`src/rtl/alu_share_arbiter.sv`:
```
// Round-robin arbiter sharing one combinational ALU between two requesters.
// Three-phase transaction: accept (IDLE), evaluate (EXEC), hold response (RESP).
module alu_share_arbiter #(
  parameter int               WIDTH  = 32,
  parameter int               OPW    = 6,
  parameter logic [OPW-1:0]   MAX_OP = 6'b001101
) (
  input  logic             clk,
  input  logic             reset,
  input  logic [1:0]       req_valid,
  output logic [1:0]       req_ready,
  input  logic [WIDTH-1:0] req0_a,
  input  logic [WIDTH-1:0] req0_b,
  input  logic [OPW-1:0]   req0_op,
  input  logic [WIDTH-1:0] req1_a,
  input  logic [WIDTH-1:0] req1_b,
  input  logic [OPW-1:0]   req1_op,
  output logic [1:0]       resp_valid,
  input  logic [1:0]       resp_ready,
  output logic [WIDTH-1:0] resp_result,
  output logic             resp_zero,
  output logic             resp_err,
  output logic [WIDTH-1:0] alu_a,
  output logic [WIDTH-1:0] alu_b,
  output logic [OPW-1:0]   alu_op,
  input  logic [WIDTH-1:0] alu_result,
  input  logic             alu_zero,
  output logic             busy
);
  localparam int NUM_REQ = 2;

  typedef enum logic [1:0] {IDLE, EXEC, RESP} state_e;
  typedef struct packed {
    logic [WIDTH-1:0] a;
    logic [WIDTH-1:0] b;
    logic [OPW-1:0]   op;
  } req_t;

  state_e               state_q, state_d;
  logic                 prio_q, prio_d;
  logic                 gnt_q, gnt_d;
  logic                 accept;
  req_t                 op_q, op_d;
  req_t [NUM_REQ-1:0]   req;
  logic [WIDTH-1:0]     res_q, res_d;
  logic                 zero_q, zero_d;
  logic                 err_q, err_d;

  assign req[0] = {req0_a, req0_b, req0_op};
  assign req[1] = {req1_a, req1_b, req1_op};

  always_comb begin
    state_d = state_q;
    prio_d  = prio_q;
    gnt_d   = gnt_q;
    op_d    = op_q;
    res_d   = res_q;
    zero_d  = zero_q;
    err_d   = err_q;
    accept  = 1'b0;
    case (state_q)
      IDLE: begin
        // prio holds the requester that did not win last, so alternation falls out
        if (req_valid[prio_q]) begin
          accept = 1'b1;
          gnt_d  = prio_q;
        end else if (req_valid[~prio_q]) begin
          accept = 1'b1;
          gnt_d  = ~prio_q;
        end
        if (accept) begin
          op_d    = req[gnt_d];
          state_d = EXEC;
        end
      end
      EXEC: begin
        if (op_q.op <= MAX_OP) begin
          res_d  = alu_result;
          zero_d = alu_zero;
          err_d  = 1'b0;
        end else begin
          res_d  = '0;
          zero_d = 1'b0;
          err_d  = 1'b1;
        end
        state_d = RESP;
      end
      RESP: begin
        if (resp_ready[gnt_q]) begin
          prio_d  = ~gnt_q;
          state_d = IDLE;
        end
      end
      default: state_d = IDLE;
    endcase
  end

  always_ff @(posedge clk) begin
    if (reset) begin
      state_q <= IDLE;
      prio_q  <= 1'b0;
      gnt_q   <= 1'b0;
      op_q    <= '0;
      res_q   <= '0;
      zero_q  <= 1'b0;
      err_q   <= 1'b0;
    end else begin
      state_q <= state_d;
      prio_q  <= prio_d;
      gnt_q   <= gnt_d;
      op_q    <= op_d;
      res_q   <= res_d;
      zero_q  <= zero_d;
      err_q   <= err_d;
    end
  end

  for (genvar i = 0; i < NUM_REQ; i++) begin : g_port
    assign req_ready[i]  = accept && (gnt_d == 1'(i));
    assign resp_valid[i] = (state_q == RESP) && (gnt_q == 1'(i));
  end

  assign alu_a       = op_q.a;
  assign alu_b       = op_q.b;
  assign alu_op      = op_q.op;
  assign resp_result = res_q;
  assign resp_zero   = zero_q;
  assign resp_err    = err_q;
  assign busy        = (state_q != IDLE);
endmodule

```
`config.mk`:
```
export PLATFORM = sky130hd
export DESIGN_NAME = alu_share_arbiter
export DESIGN_NICKNAME = d
export VERILOG_FILES = /design/src/rtl/alu_share_arbiter.sv
export SDC_FILE = /design/constraint.sdc
export NUM_CORES = 1
export LEC_CHECK = 0
export ABC_AREA = 1
export ABC_CLOCK_PERIOD_IN_PS = 1500
export CAP_MARGIN = 40
export CORE_MARGIN = 3
export CORE_UTILIZATION = 39
export CTS_BUF_LIST = sky130_fd_sc_hd__clkbuf_8
export DETAILED_ROUTE_END_ITERATION = 12
export PLACE_DENSITY = 0.8
export SLEW_MARGIN = 20
export SYNTH_ARGS = -nofsm -noshare
export SYNTH_HDL_FRONTEND = slang
export SYNTH_SLANG_ARGS = --single-unit
```
`constraint.sdc`:
```
create_clock -name clk -period 1.5 [get_ports clk]
set_clock_uncertainty 0.15 [all_clocks]
set_input_delay 0.375 -clock clk [delete_from_list [all_inputs] [get_ports clk]]
set_output_delay 0.375 -clock clk [all_outputs]
set_load 0.005 [all_outputs]
```
After elaboration in Yosys (flattened, before gate mapping)
Cells that the tools add are included.
{ "word_totals": {"regBits": 108, "inputBits": 179, "out_inout_bits": 109, "wordCells": 52} }
{ "classes": {"magnitude_cmp": 5, "n_eq_ne": 4, "mux": 22, "bitwise_logic": 3, "n_reduce_logical": 9} }
{ "op_table": {"columns": ["operator", "n"], "rows": [
  ["two-way mux 70 bit", 2],
  ["two-way mux 32 bit", 1],
  ["two-way mux 1 bit", 16],
  ["less-than comparator 1 x 2 -> 1 bit (second input constant)", 4],
  ["<= comparator 6 x 4 -> 1 bit (second input constant)", 1],
  ["case mux 2 bit (3 select lines)", 1],
  ["AND reduction 2 bit", 3],
  ["logical AND 1 bit", 4],
  ["two-way mux 2 bit", 2],
  ["!= test 2 bit (second input constant)", 2],
  ["NOT 1 bit", 3],
  ["== test 2 x 1 -> 1 bit (second input constant)", 1],
  ["== test 2 bit (second input constant)", 1],
  ["zero test 2 bit", 1],
  ["nonzero test 2 bit", 1]
]} }

Logic depth before layout (Yosys ltp)
Gate-level depths: netlist of run 1.
{ "logic_depth": {"ltp_word": 9, "ltp_mapped": 9, "ltp_nobuf": 8} }

Worst setup path after synthesis of run 1
Ideal clock, no wire load.
{ "synth_timing": {"path_type": "input -> output", "startpoint": "input req_valid[0]", "endpoint": "output req_ready[0]", "t_arrival_ns": 0.959, "t_required_ns": 0.975, "path_slack_ns": 0.016, "cell_stages": 5, "path_cell_list": "nand2_1 > nand2_1 > nand2_2 > buf_1 > nor2_1"} }
{ "synth_via": {"elab_chain_len": 8} }
{ "synth_rtl": {"columns": ["element", "line_no", "source"], "rows": [
  ["start: declaration", "10", "input logic [1:0] req_valid,"],
  ["two-way mux 1 bit (implied by the code) (2 in series)", "67", "end else if (req_valid[~prio_q]) begin"],
  ["two-way mux 1 bit", "67", null],
  ["two-way mux 1 bit", "64", "if (req_valid[prio_q]) begin"],
  ["two-way mux 1 bit (2 in series)", "61", "case (state_q)"],
  ["NOT 1 bit", "119", "assign req_ready[i] = accept && (gnt_d == 1'(i));"],
  ["logical AND 1 bit *", "119", null],
  ["end: declaration", "11", "output logic [1:0] req_ready,"]
]} }
Every way passes the cells marked *; elsewhere a longest branch is shown, timed or not. The select of a mux whose other input is x is not followed.

Worst setup path after layout of run 1
{ "layout_timing": {"startpoint": "register state_q[0]", "endpoint": "register op_q, in the netlist alu_a[26]"} }
{ "layout_via": {"elab_chain_len": 2} }
{ "layout_rtl": {"columns": ["element", "line_no", "source"], "rows": [
  ["start: declaration", "39", "state_e state_q, state_d;"],
  ["start signal: assignment", "108", "state_q <= state_d;"],
  ["zero test 2 bit", "61", null],
  ["AND reduction 2 bit (no source line)", null, null],
  ["end signal: assignment", "111", "op_q <= op_d;"],
  ["end: declaration", "43", "req_t op_q, op_d;"]
]} }
No other way between the ends.
A chain may end at the register's enable or synchronous reset.

==> summary by stage, run 1 <==
Route
The routed length per placed instance is 20.7 µm. The count of nets left with antenna violations after detail routing is 0. The via count normalized by instance count is between 5 and 6. The total number of vias is 6,721. The overall routed net length is roughly 25,000 µm.

After detailed routing, the number of remaining DRC violations is 0. The detailed-router iteration count before antenna repair is 5. The violation count after the first detailed-route iteration is around 670.

Run status
The checks that failed: setup timing. The run finished, with violations left.

Floorplan
The chip height is 117 µm. The initial cell density of the core is 40.1%. The number of rows in the core area is 40. The number of top-level design ports is about 290.

The total area inside the core boundary comes to between 10,000 and 15,000 µm². The die covers 13,800 µm². The die outline width is 117 µm.

Global route
The largest net degree at the start of global routing is 49. The via count of the first global-routing pass was 6,359. The first global-routing pass estimated between 30,000 and 40,000 µm of wire. Global routing consumed, over all layers together, between 30% and 40% of the routing resources. The number of antenna violations at the first check in global routing is 2. For this run the aggregate overflow at the end of global routing stands at 0.

Power
Across the VDD grid, the largest voltage drop is 0.000640 V. Summing internal, switching and leakage power gives slightly above 9 mW. The reported leakage power is 5.02 nW.

The power density of the placed cells is between 900 and 1000 nW/µm².

CTS
The clock tree buffer depth is 2. The clock tree root driver cell is sky130_fd_sc_hd__clkbuf_8. The clock sink count is around 110.

After clock tree synthesis, the flow added hold-fix buffers numbering 0. The H-tree was split into 3 levels. The TritonCTS clock tree is yes.

The clock-pin slew reported for the worst setup and hold paths after clock tree synthesis is 120 ps. The insertion delay of the later-clocked pin in the worst-skew pair is 410 ps. The clock buffer count from CTS is 9.

Flow run
Max-cap violations in this run came to 0.

STA
After layout, the minimum clock period comes to approximately 1800 ps. The number of failing setup endpoints in the final timing report is 79. The worst-case hold slack is 327 ps. In the finished design, the share of the clock period the worst path needs comes to 119%. Setup repair after global routing could not meet its margin everywhere. The upper clock frequency limit is 558 MHz. The final count of pins violating max slew is 0. For the pin with the worst max-slew slack, the measured transition is 291 ps. The headroom to the max-slew limit is 80.5%. In the post-route analysis, the smallest setup slack over all paths is -292 ps. The number of endpoints with negative hold slack in the final report was 0. The final-layout setup total negative slack is -12,110 ps.

Placement
The placer's final routability congestion estimate is 0.829. The cell count after placement is 1,120. The HPWL after detailed placement is 12,000 µm. The placed cell area is 7980 µm². The post-placement worst setup slack is -964 ps.

In this run the tool buffered the top-level ports with about 290 buffer cells.

Synthesis
The mean instance size in the synthesized netlist is 7.01 µm². The post-synthesis sequential element count is approximately 110. The instance count of the mapped netlist is 690. The area of the mapped netlist is 4840 µm². The number of warnings reported in the yosys synthesis log is 0. The share of the yosys chip area belonging to registers is 44.7%.

Synthesis instantiated 18 different standard cells from the library. The net count of the mapped netlist is around 870.

Critical path
The startpoint kind of the worst setup timing path is a flip-flop. The kind of end point of the critical path is a flip-flop. Of all nets on the critical path, the largest fanout is 23.

At the worst endpoint, the required time is 1700 ps. The class of the most critical setup path is flip-flop to flip-flop. The number of cells traversed by the worst register-to-register path is 9. At the worst endpoint, the arrival time is about 2000 ps.

Cells and area
For this run, the number of standard cells in the final layout without fillers is 1,215. The post-route netlist has approximately 40% of its cells at a drive strength greater than 1. In the final design database the tool counted 1,220 nets. Compared with the post-synthesis result, the final layout area differs by 105%. The design area is 9900 µm². For this run, the share of the core covered by cells in the final layout is 82.1%. The number of fillers in the final layout is between 600 and 700.

Min path
The kind of path behind the tightest hold check is flip-flop to flip-flop. Counting instances, the worst hold path has a depth of 2.
==> placed cells by master, fill, tap and decap left out, drive strengths merged <==
master / n
bufbuf: 4
inv: 81
clkinv: 2
diode: 1
dlygate4sd2: 2
clkdlybuf4s15: 58
clkbuf: 34
dfxtp: 108
a22oi: 33
buf: 128
clkinvlp: 1
nor3: 1
bufinv: 3
nor2: 43
nand2: 155
o21ai: 1
clkdlybuf4s50: 176
nand3: 212
a21oi: 4
==> worst paths after layout <==
path	from	slack, ps	endpoint
setup reg to reg	state_q[0]	-290	alu_a[26]
hold / removal	prio_q	330	prio_q
hold reg to reg	prio_q	330	prio_q
setup / recovery	state_q[0]	-290	alu_a[26]
==> cell usage after synthesis, drive strengths merged <==
cell type | n | share of area, %
a21oi | 4 | 0.41
a22oi | 33 | 5.1
buf | 46 | 5.2
clkbuf | 7 | 0.54
dfxtp | 108 | 45
inv | 80 | 6.2
nand2 | 155 | 12
nand3 | 212 | 22
nor2 | 43 | 3.5
nor3 | 1 | 0.10
o21ai | 1 | 0.10
==> layer usage <==
metal	global-route usage, %	routed length, µm
met1	36.8	8840
met2	53.1	12200
met3	8.10	2700
met4	15.8	1440
met5	0	13
==> repair_timing <==
item / CTS / global route
setup buffers: 39 / 23
resized for setup: 529 / 108
cloned: 18 / 6
endpoints found under the setup margin: 180 / 150
pin swaps: 25 / 25
==> sequential cells by signal, indices dropped and copies added, names as in the netlist <==
signal	count
alu_a	32
alu_b	32
alu_op	6
gnt_q	1
prio_q	1
resp_err	1
resp_result	32
resp_zero	1
state_q	2
==> critical path, cell delays in order (launching register included) <==
cell and delay, ps:
sky130_fd_sc_hd__dfxtp_2 360, sky130_fd_sc_hd__inv_2 60, sky130_fd_sc_hd__nand2_4 50, sky130_fd_sc_hd__nor2_4 110
sky130_fd_sc_hd__buf_4 240, sky130_fd_sc_hd__bufbuf_16 360, sky130_fd_sc_hd__nand3_1 130, sky130_fd_sc_hd__nand3_2 90
sky130_fd_sc_hd__nand2_1 80, sky130_fd_sc_hd__inv_1 110
==> area by class of cell <==
cell class	count	area, µm²	area share [%]
Clock inverter	7	124	1.25
Inverter	80	305	3.08
Tap cell	168	210	2.12
Timing Repair Buffer	393	4120	41.6
Antenna cell	1	2.50	0.0253
Clock buffer	9	124	1.25
Multi-Input combinational cell	449	2730	27.5
Sequential cell	108	2300	23.2
==> logic make-up after synthesis <==
kind of cell / Yosys count / share of synthesized area, %
and+or+nand+nor: 411 / 37.7
buffers and inverters: 133 / 12.0
DFF: 108 / 44.7
AOI/OAI and AO/OA: 38 / 5.64
==> where the power goes <==
part,internal (mW),total [mW],switching (mW)
Clock,1.12,2.24,1.12
Combinational,1.97,3.67,1.70
Sequential,3.19,3.38,0.186
Total,6.29,9.29,3.01
No activity file was read; power rests on OpenSTA's default activity.
==> inputs of run 2 (changes only) <==
--- a/config.mk
+++ b/config.mk
@@ -11,6 +11,7 @@
 export CORE_MARGIN = 3
 export CORE_UTILIZATION = 39
 export CTS_BUF_LIST = sky130_fd_sc_hd__clkbuf_8
+export CTS_CLUSTER_SIZE = 8
 export DETAILED_ROUTE_END_ITERATION = 12
 export PLACE_DENSITY = 0.8
 export SLEW_MARGIN = 20
==> results of run 2 <==
The final DEF is identical to that of run 1; final timing and power are the same.
